--- src/rtl/minmax_pkg.sv ---
// minmax_pkg: shared types and width helpers for the streaming min/max reducer.
package minmax_pkg;

  // Reduction direction, latched on the first sample of each frame.
  typedef enum logic {
    MODE_MAX = 1'b0,
    MODE_MIN = 1'b1
  } mode_e;

  // Frame controller states.
  typedef enum logic [1:0] {
    IDLE  = 2'd0,
    ACCUM = 2'd1,
    HOLD  = 2'd2
  } state_e;

  // Smallest frame the controller is built for.
  localparam int FRAME_LEN_MIN = 2;

  // Bits needed for a zero-based sample index within a frame.
  function automatic int idx_width(input int frame_len);
    return (frame_len < FRAME_LEN_MIN) ? 1 : $clog2(frame_len);
  endfunction

  // Bits needed for a sample count from 0 up to and including frame_len.
  function automatic int cnt_width(input int frame_len);
    return $clog2(frame_len + 1);
  endfunction

endpackage

--- src/rtl/minmax_cmp.sv ---
// minmax_cmp: combinational magnitude comparator, signed or unsigned by parameter.
module minmax_cmp #(
  parameter int WIDTH  = 8,
  parameter int SIGNED = 0
) (
  input  logic [WIDTH-1:0] a,
  input  logic [WIDTH-1:0] b,
  output logic             lt,
  output logic             eq
);

  // The signedness is fixed at elaboration, so only one compare is built.
  generate
    if (SIGNED != 0) begin : g_signed
      assign lt = ($signed(a) < $signed(b));
    end else begin : g_unsigned
      assign lt = (a < b);
    end
  endgenerate

  assign eq = (a == b);

endmodule

--- src/rtl/minmax_stream.sv ---
// minmax_stream: per-frame min/max reducer with first-index, count and all-equal
// reporting. Samples arrive on a valid/ready stream; one registered result per frame.
module minmax_stream
  import minmax_pkg::*;
#(
  parameter int  WIDTH     = 8,
  parameter int  FRAME_LEN = 16,
  parameter int  SIGNED    = 0,
  localparam int IDX_W     = idx_width(FRAME_LEN),
  localparam int CNT_W     = cnt_width(FRAME_LEN)
) (
  input  logic             clk,
  input  logic             rst,
  input  logic             min_max,
  input  logic             in_valid,
  output logic             in_ready,
  input  logic [WIDTH-1:0] in_data,
  input  logic             in_last,
  output logic             out_valid,
  input  logic             out_ready,
  output logic [WIDTH-1:0] out_value,
  output logic [IDX_W-1:0] out_index,
  output logic [CNT_W-1:0] out_count,
  output logic             out_all_equal
);

  localparam logic [CNT_W-1:0] FRAME_LEN_C = CNT_W'(FRAME_LEN);

  // Controller state and running accumulators.
  state_e           state_q, state_d;
  mode_e            mode_q, mode_d;
  logic [WIDTH-1:0] best_q, best_d;
  logic [WIDTH-1:0] first_q, first_d;
  logic [IDX_W-1:0] idx_q, idx_d;
  logic [CNT_W-1:0] cnt_q, cnt_d;
  logic             eq_q, eq_d;

  // Registered result.
  logic             out_valid_q, out_valid_d;
  logic [WIDTH-1:0] out_value_q, out_value_d;
  logic [IDX_W-1:0] out_index_q, out_index_d;
  logic [CNT_W-1:0] out_count_q, out_count_d;
  logic             out_all_equal_q, out_all_equal_d;

  // Comparator results and transfer qualifiers.
  logic best_lt, best_eq;
  logic first_lt, first_eq;
  logic in_xfer, out_xfer;
  logic better, same_as_first, frame_close;

  assign in_ready = !out_valid_q;
  assign in_xfer  = in_valid && in_ready;
  assign out_xfer = out_valid_q && out_ready;

  // Incoming sample against the current extremum.
  minmax_cmp #(
    .WIDTH  (WIDTH),
    .SIGNED (SIGNED)
  ) u_cmp_best (
    .a  (in_data),
    .b  (best_q),
    .lt (best_lt),
    .eq (best_eq)
  );

  // Incoming sample against sample 0, for the all-equal flag.
  minmax_cmp #(
    .WIDTH  (WIDTH),
    .SIGNED (SIGNED)
  ) u_cmp_first (
    .a  (in_data),
    .b  (first_q),
    .lt (first_lt),
    .eq (first_eq)
  );

  // Only a strictly better sample replaces the extremum, so ties keep the earliest index.
  assign better = (mode_q == MODE_MIN) ? best_lt : (!best_lt && !best_eq);

  // A sample matches sample 0 only when it is neither below it nor different from it.
  assign same_as_first = first_eq && !first_lt;

  // Next-state, accumulator update and result load; everything holds by default.
  always_comb begin
    state_d         = state_q;
    mode_d          = mode_q;
    best_d          = best_q;
    first_d         = first_q;
    idx_d           = idx_q;
    cnt_d           = cnt_q;
    eq_d            = eq_q;
    out_valid_d     = out_valid_q;
    out_value_d     = out_value_q;
    out_index_d     = out_index_q;
    out_count_d     = out_count_q;
    out_all_equal_d = out_all_equal_q;
    frame_close     = 1'b0;

    case (state_q)
      IDLE: begin
        if (in_xfer) begin
          // First sample opens the frame and fixes the mode for its duration.
          mode_d  = mode_e'(min_max);
          best_d  = in_data;
          first_d = in_data;
          idx_d   = '0;
          cnt_d   = CNT_W'(1);
          eq_d    = 1'b1;
          if (in_last) begin
            state_d     = HOLD;
            frame_close = 1'b1;
          end else begin
            state_d = ACCUM;
          end
        end
      end

      ACCUM: begin
        if (in_xfer) begin
          // The current count is the zero-based index of this sample.
          cnt_d = cnt_q + CNT_W'(1);
          if (better) begin
            best_d = in_data;
            idx_d  = cnt_q[IDX_W-1:0];
          end
          eq_d = eq_q && same_as_first;
          if (in_last || (cnt_d == FRAME_LEN_C)) begin
            state_d     = HOLD;
            frame_close = 1'b1;
          end
        end
      end

      HOLD: begin
        if (out_xfer) begin
          state_d     = IDLE;
          out_valid_d = 1'b0;
        end
      end

      default: begin
        state_d = IDLE;
      end
    endcase

    // The closing sample is folded in before the result is captured.
    if (frame_close) begin
      out_valid_d     = 1'b1;
      out_value_d     = best_d;
      out_index_d     = idx_d;
      out_count_d     = cnt_d;
      out_all_equal_d = eq_d;
    end
  end

  // State register; reset abandons any partial frame.
  always_ff @(posedge clk or posedge rst) begin
    if (rst) begin
      state_q <= IDLE;
    end else begin
      state_q <= state_d;
    end
  end

  // Frame accumulators.
  always_ff @(posedge clk or posedge rst) begin
    if (rst) begin
      mode_q  <= MODE_MAX;
      best_q  <= '0;
      first_q <= '0;
      idx_q   <= '0;
      cnt_q   <= '0;
      eq_q    <= 1'b0;
    end else begin
      mode_q  <= mode_d;
      best_q  <= best_d;
      first_q <= first_d;
      idx_q   <= idx_d;
      cnt_q   <= cnt_d;
      eq_q    <= eq_d;
    end
  end

  // Result registers; held steady while the consumer stalls.
  always_ff @(posedge clk or posedge rst) begin
    if (rst) begin
      out_valid_q     <= 1'b0;
      out_value_q     <= '0;
      out_index_q     <= '0;
      out_count_q     <= '0;
      out_all_equal_q <= 1'b0;
    end else begin
      out_valid_q     <= out_valid_d;
      out_value_q     <= out_value_d;
      out_index_q     <= out_index_d;
      out_count_q     <= out_count_d;
      out_all_equal_q <= out_all_equal_d;
    end
  end

  assign out_valid     = out_valid_q;
  assign out_value     = out_value_q;
  assign out_index     = out_index_q;
  assign out_count     = out_count_q;
  assign out_all_equal = out_all_equal_q;

endmodule

--- config.mk ---
export PLATFORM = sky130hd
export DESIGN_NAME = minmax_stream
export DESIGN_NICKNAME = d
export VERILOG_FILES = /design/src/rtl/minmax_pkg.sv /design/src/rtl/minmax_cmp.sv /design/src/rtl/minmax_stream.sv
export SDC_FILE = /design/constraint.sdc
export NUM_CORES = 1
export LEC_CHECK = 0
export ABC_AREA = 0
export CAP_MARGIN = 20
export CORE_MARGIN = 1
export CORE_UTILIZATION = 50
export CTS_CLUSTER_SIZE = 8
export DETAILED_ROUTE_END_ITERATION = 6
export GPL_ROUTABILITY_DRIVEN = 0
export PLACE_DENSITY = 0.82
export SLEW_MARGIN = 20
export SYNTH_ARGS = -nofsm -noshare
export SYNTH_HDL_FRONTEND = slang
export SYNTH_SLANG_ARGS = --single-unit
--- constraint.sdc ---
create_clock -name clk -period 1.8 [get_ports clk]
set_input_delay 0.54 -clock clk [delete_from_list [all_inputs] [get_ports clk]]
set_output_delay 0.54 -clock clk [all_outputs]
set_load 0.01 [all_outputs]
==> results of run 1 <==
==> power by group through the flow <==
stage          registers (µW)  logic, µW  clock network [µW]
2_1_floorplan            1950       1660                   0
3_3_place_gp             1850       2930                   0
3_5_place_dp             1870       3090                   0
4_1_cts                  1860       3350                 799
5_1_grt                  1940       3850                 851
6_report                 1880       3540                 811
==> routing by layer <==
metal / track usage, % / vias to the layer above / share of wire [%]
met4: 10.7 / 0 / 2.7
met1: 38.4 / 1202 / 43
met3: 5.29 / 18 / 6.5
met5: 0 / - / 0
met2: 43.8 / 89 / 47
li1: - / 1187 / -
==> final cells by class <==
cell class	count	area (µm²)	share of cell area [%]
Tap cell	70	87.6	2.27
Clock inverter	3	42.5	1.10
Inverter	20	75.1	1.95
Timing Repair Buffer	86	772	20.0
Clock buffer	5	68.8	1.79
Multi-Input combinational cell	210	1610	41.6
Sequential cell	48	1200	31.2
==> timing repair <==
item	4_1_cts	5_1_grt
gates resized for setup	58	28
pin swaps	29	6
setup endpoints to repair	40	33
setup buffers	1	3
cloned	1	0
==> flip-flops by register name, summed over array words and instances, names as in the netlist <==
register and flops:
idx_q 4, first_q 8, out_value 8, out_valid 1, eq_q 1, cnt_q 5
out_index 4, out_all_equal 1, mode_q 1, out_count 5, best_q 8, state_q 2
==> worst max path at each step <==
stage / from / to / slack (ns) / cells after the start
after floorplan: in_data[1] / out_value[3] / -0.31 / 8
after global placement: in_data[1] / out_value[5] / -0.90 / 9
after detailed placement: in_data[1] / out_value[1] / -1.0 / 9
after CTS: best_q[1] / out_index[0] / -0.33 / 9
after global routing: best_q[1] / out_value[6] / -0.41 / 9
final: in_data[6] / idx_q[0] / -0.33 / 8
==> per-stage QoR <==
step	TNS (ns)	std cells	setup WS [ns]
final	-6.74	442	-0.328
after global routing	-8.69	442	-0.405
after CTS	-6.76	439	-0.332
after detailed placement	-30.50	429	-0.996
after global placement	-28.53	429	-0.900
after floorplan	-6.85	291	-0.313
==> tightest hold or removal path, cell delays in order, from the launching register on <==
cell,delay (ns)
sky130_fd_sc_hd__dfrtp_1,0.35
sky130_fd_sc_hd__nand2_1,0.05
sky130_fd_sc_hd__nand2_1,0.05
==> layout by cell type (no fill, tap or decap), types with 8 or more instances in the layout <==
master / instances
sky130_fd_sc_hd__o31ai_1: 8
sky130_fd_sc_hd__a21oi_1: 13
sky130_fd_sc_hd__nor2_1: 19
sky130_fd_sc_hd__nand2_1: 51
sky130_fd_sc_hd__clkdlybuf4s50_1: 18
sky130_fd_sc_hd__dfrtp_1: 46
sky130_fd_sc_hd__buf_4: 43
sky130_fd_sc_hd__ha_1: 9
sky130_fd_sc_hd__o21ai_0: 19
sky130_fd_sc_hd__inv_1: 16
sky130_fd_sc_hd__buf_6: 8
==> Yosys cell counts, types with 5 or more instances <==
library cell              instances
sky130_fd_sc_hd__dfrtp_1         48
sky130_fd_sc_hd__o21ai_0         21
sky130_fd_sc_hd__nor2_1          21
sky130_fd_sc_hd__nand4_1          6
sky130_fd_sc_hd__nand2_1         51
sky130_fd_sc_hd__nor4_1           5
sky130_fd_sc_hd__buf_2            5
sky130_fd_sc_hd__a21oi_1         21
sky130_fd_sc_hd__inv_1           20
sky130_fd_sc_hd__o31ai_1          8
sky130_fd_sc_hd__nor3_1          10
sky130_fd_sc_hd__ha_1            19
sky130_fd_sc_hd__mux2i_1          5
==> kinds of logic (layout without fill, tap and decap cells) <==
kind of cell               count (synthesis)  after routing  share of synthesized area [%]
buffers and inverters                     34            114                           6.37
muxes                                      8              8                           3.12
AOI/OAI and AO/OA                         73             73                           18.0
DFF                                       48             48                           44.7
and+or+nand+nor                          109            110                           19.0
adders and majority gates                 19             19                           8.84
==> results by group, run 1 <==
Run status
  – Run status: complete, but fails checks
  – Violations in the final reports: setup timing

Power and ir drop
  – Maximum VDD drop: 0.000873 V
  – Relative contribution of the clock network to total power: 13.0%
  – Switching power: 2590 µW
  – Leakage component of the power: 0.00177 µW
  – Switching Share: 41.5%
  – Share of total power in sequential cells: 30.2%
  – Share of total power in combinational logic: 56.8%
  – Power per unit of standard cell area: 1620 nW/µm²
  – Total power of the final layout: 6230 µW
  – Internal power contribution: 3640 µW

Floorplanning
  – CORE AREA: 5140 µm²
  – Die area: 5680 µm²
  – Count of boundary I/O pins: 34
  – Effective utilization at floorplan: 52.3%
  – Die Span X: 75.4 µm
  – Number of placement rows: 26
  – Height of the chip: 75.4 µm

Placement
  – Estimated wirelength of the detail-placed design: 4.99 mm
  – Post-DP Area: 3460 µm²
  – Input/output buffers: 33

Synth
  – Number of enable-type register cells in the synthesized netlist: 0
  – Number of nets produced by synthesis: 324
  – Synthesized area divided by synthesized cell count: 9.24 µm²
  – Sequential element share of the synthesized area: 44.7%
  – Top cell type's share of synthesized area: 44.7%
  – Commonest register cell after synthesis: sky130_fd_sc_hd__dfrtp_1
  – Number of distinct library cell variants in the gate-level netlist after synthesis: 42
  – Seq cells post-synth: 48
  – Largest area contributor in the synthesized netlist: sky130_fd_sc_hd__dfrtp_1
  – Syn Std Cell Area: 2690 µm²
  – Syn Inst Count: 291
  – FFs w/ async S/R, synth: 100%
  – YS warnings: 0
  – Top post-synthesis cells by area: sky130_fd_sc_hd__dfrtp_1 45%, sky130_fd_sc_hd__ha_1 8.8%, sky130_fd_sc_hd__nand2_1 7.1%

Detailed routing
  – Number of design rule violations left after detail routing: 0
  – Number of detailed-route iterations in the first pass: 4
  – Remaining number of nets flagged by the antenna check after routing: 0
  – Vias per cell: 5.65
  – DRT iter0 DRCs: 220
  – Post-detailed-routing wire length: 7.50 mm
  – Number of vias after detailed routing: 2,496
  – Routed WL per cell: 17.0 µm

Worst setup path
  – Critical path buffer and inverter count: 2
  – Cells traversed along the worst timing path: clkdlybuf4s15_1 > ha_4 > nand4_1 > a21o_1 > a2111o_1 > buf_6 > nand2_8 > mux2i_1
  – Biggest cell delay along the critical path: 0.44 ns
  – Critical Path RT: 2.03 ns
  – Worst Path Arrival: 2.36 ns
  – Cell depth of the worst flop-to-flop path: 9
  – Crit path launch type: input pin
  – Worst-path maximum fanout: 5
  – FF-to-FF Start: best_q[1]
  – R2r endpoint: idx_q[0]
  – Cell family contributing the most delay on the critical path: compound AO/OA/AOI/OAI gates
  – Critical path start-end classification: in -> reg
  – Flop-to-flop setup slack: -0.31 ns
  – Library cell contributing the largest single delay on the critical path: sky130_fd_sc_hd__a2111o_1
  – Critical path capture point type: flop

Global route
  – Global-route wire length before repair: 11.6 mm
  – Total global routing track utilization: 27.8%
  – Initial antenna violation count: 0
  – Maximum number of pins on one net before global-route repair: 49
  – Total congestion overflow after global routing: 0
  – Via count of the first global-routing pass: 2,366

Worst hold path
  – Worst Hold Class: reg -> reg
  – Worst min-delay path startpoint: out_count[4]
  – Worst hold endpoint: out_count[4]
  – Depth of the worst hold-timing path: 2

Cells and area
  – Layout Utilization: 75.0%
  – Antenna Diode Count: 0
  – Total number of nets in the final design: 404
  – Finished layout cell area: 3850 µm²
  – Ratio of cells with drive above 1 in the final layout: 31.7%
  – Area added between synthesis and finish: 43.3%
  – Count of fill cells added during filler insertion: 351

STA
  – RSZ-0062 raised after global routing: yes
  – Period minus WS final: 2.13 ns
  – Clock Skew: 0.00892 ns
  – Setup-failing EPs final: 25
  – Headroom to the max-slew limit: 64.3%
  – Final Hold Fails: 0
  – Final worst path period share: 118%
  – Hold Slack: 0.486 ns
  – Highest clock rate: 0.470 GHz
  – Final setup slack of the worst path: -0.328 ns
  – Total count of max-transition violations in the final report: 0
  – Transition time of the tightest slew-check pin: 0.530 ns

Clock network
  – Hold buffer count at cts: 0
  – Number of H-tree branching levels: 2
  – TritonCTS clock tree: yes
  – Clock Pin Slew Worst Setup and Hold Paths: 0.09 ns
  – Clock root buffer: sky130_fd_sc_hd__clkbuf_8
  – Number of buffers created by CTS: 5
  – Clock sink count: 48
  – Clock insertion delay at the later pin of the skew report: 0.32 ns
  – Clock Tree Buf Depth: 2

Job
  – Max-Cap Viols: 0
No activity file was read; power rests on OpenSTA's default activity.
==> run 2, diff against run 1 <==
--- a/config.mk
+++ b/config.mk
@@ -9,7 +9,7 @@
 export CAP_MARGIN = 20
 export CORE_MARGIN = 1
 export CORE_UTILIZATION = 50
-export CTS_CLUSTER_SIZE = 8
+export CTS_CLUSTER_SIZE = 14
 export DETAILED_ROUTE_END_ITERATION = 6
 export GPL_ROUTABILITY_DRIVEN = 0
 export PLACE_DENSITY = 0.82
==> results of run 2 <==
The final DEF is identical to that of run 1; final timing and power are the same.
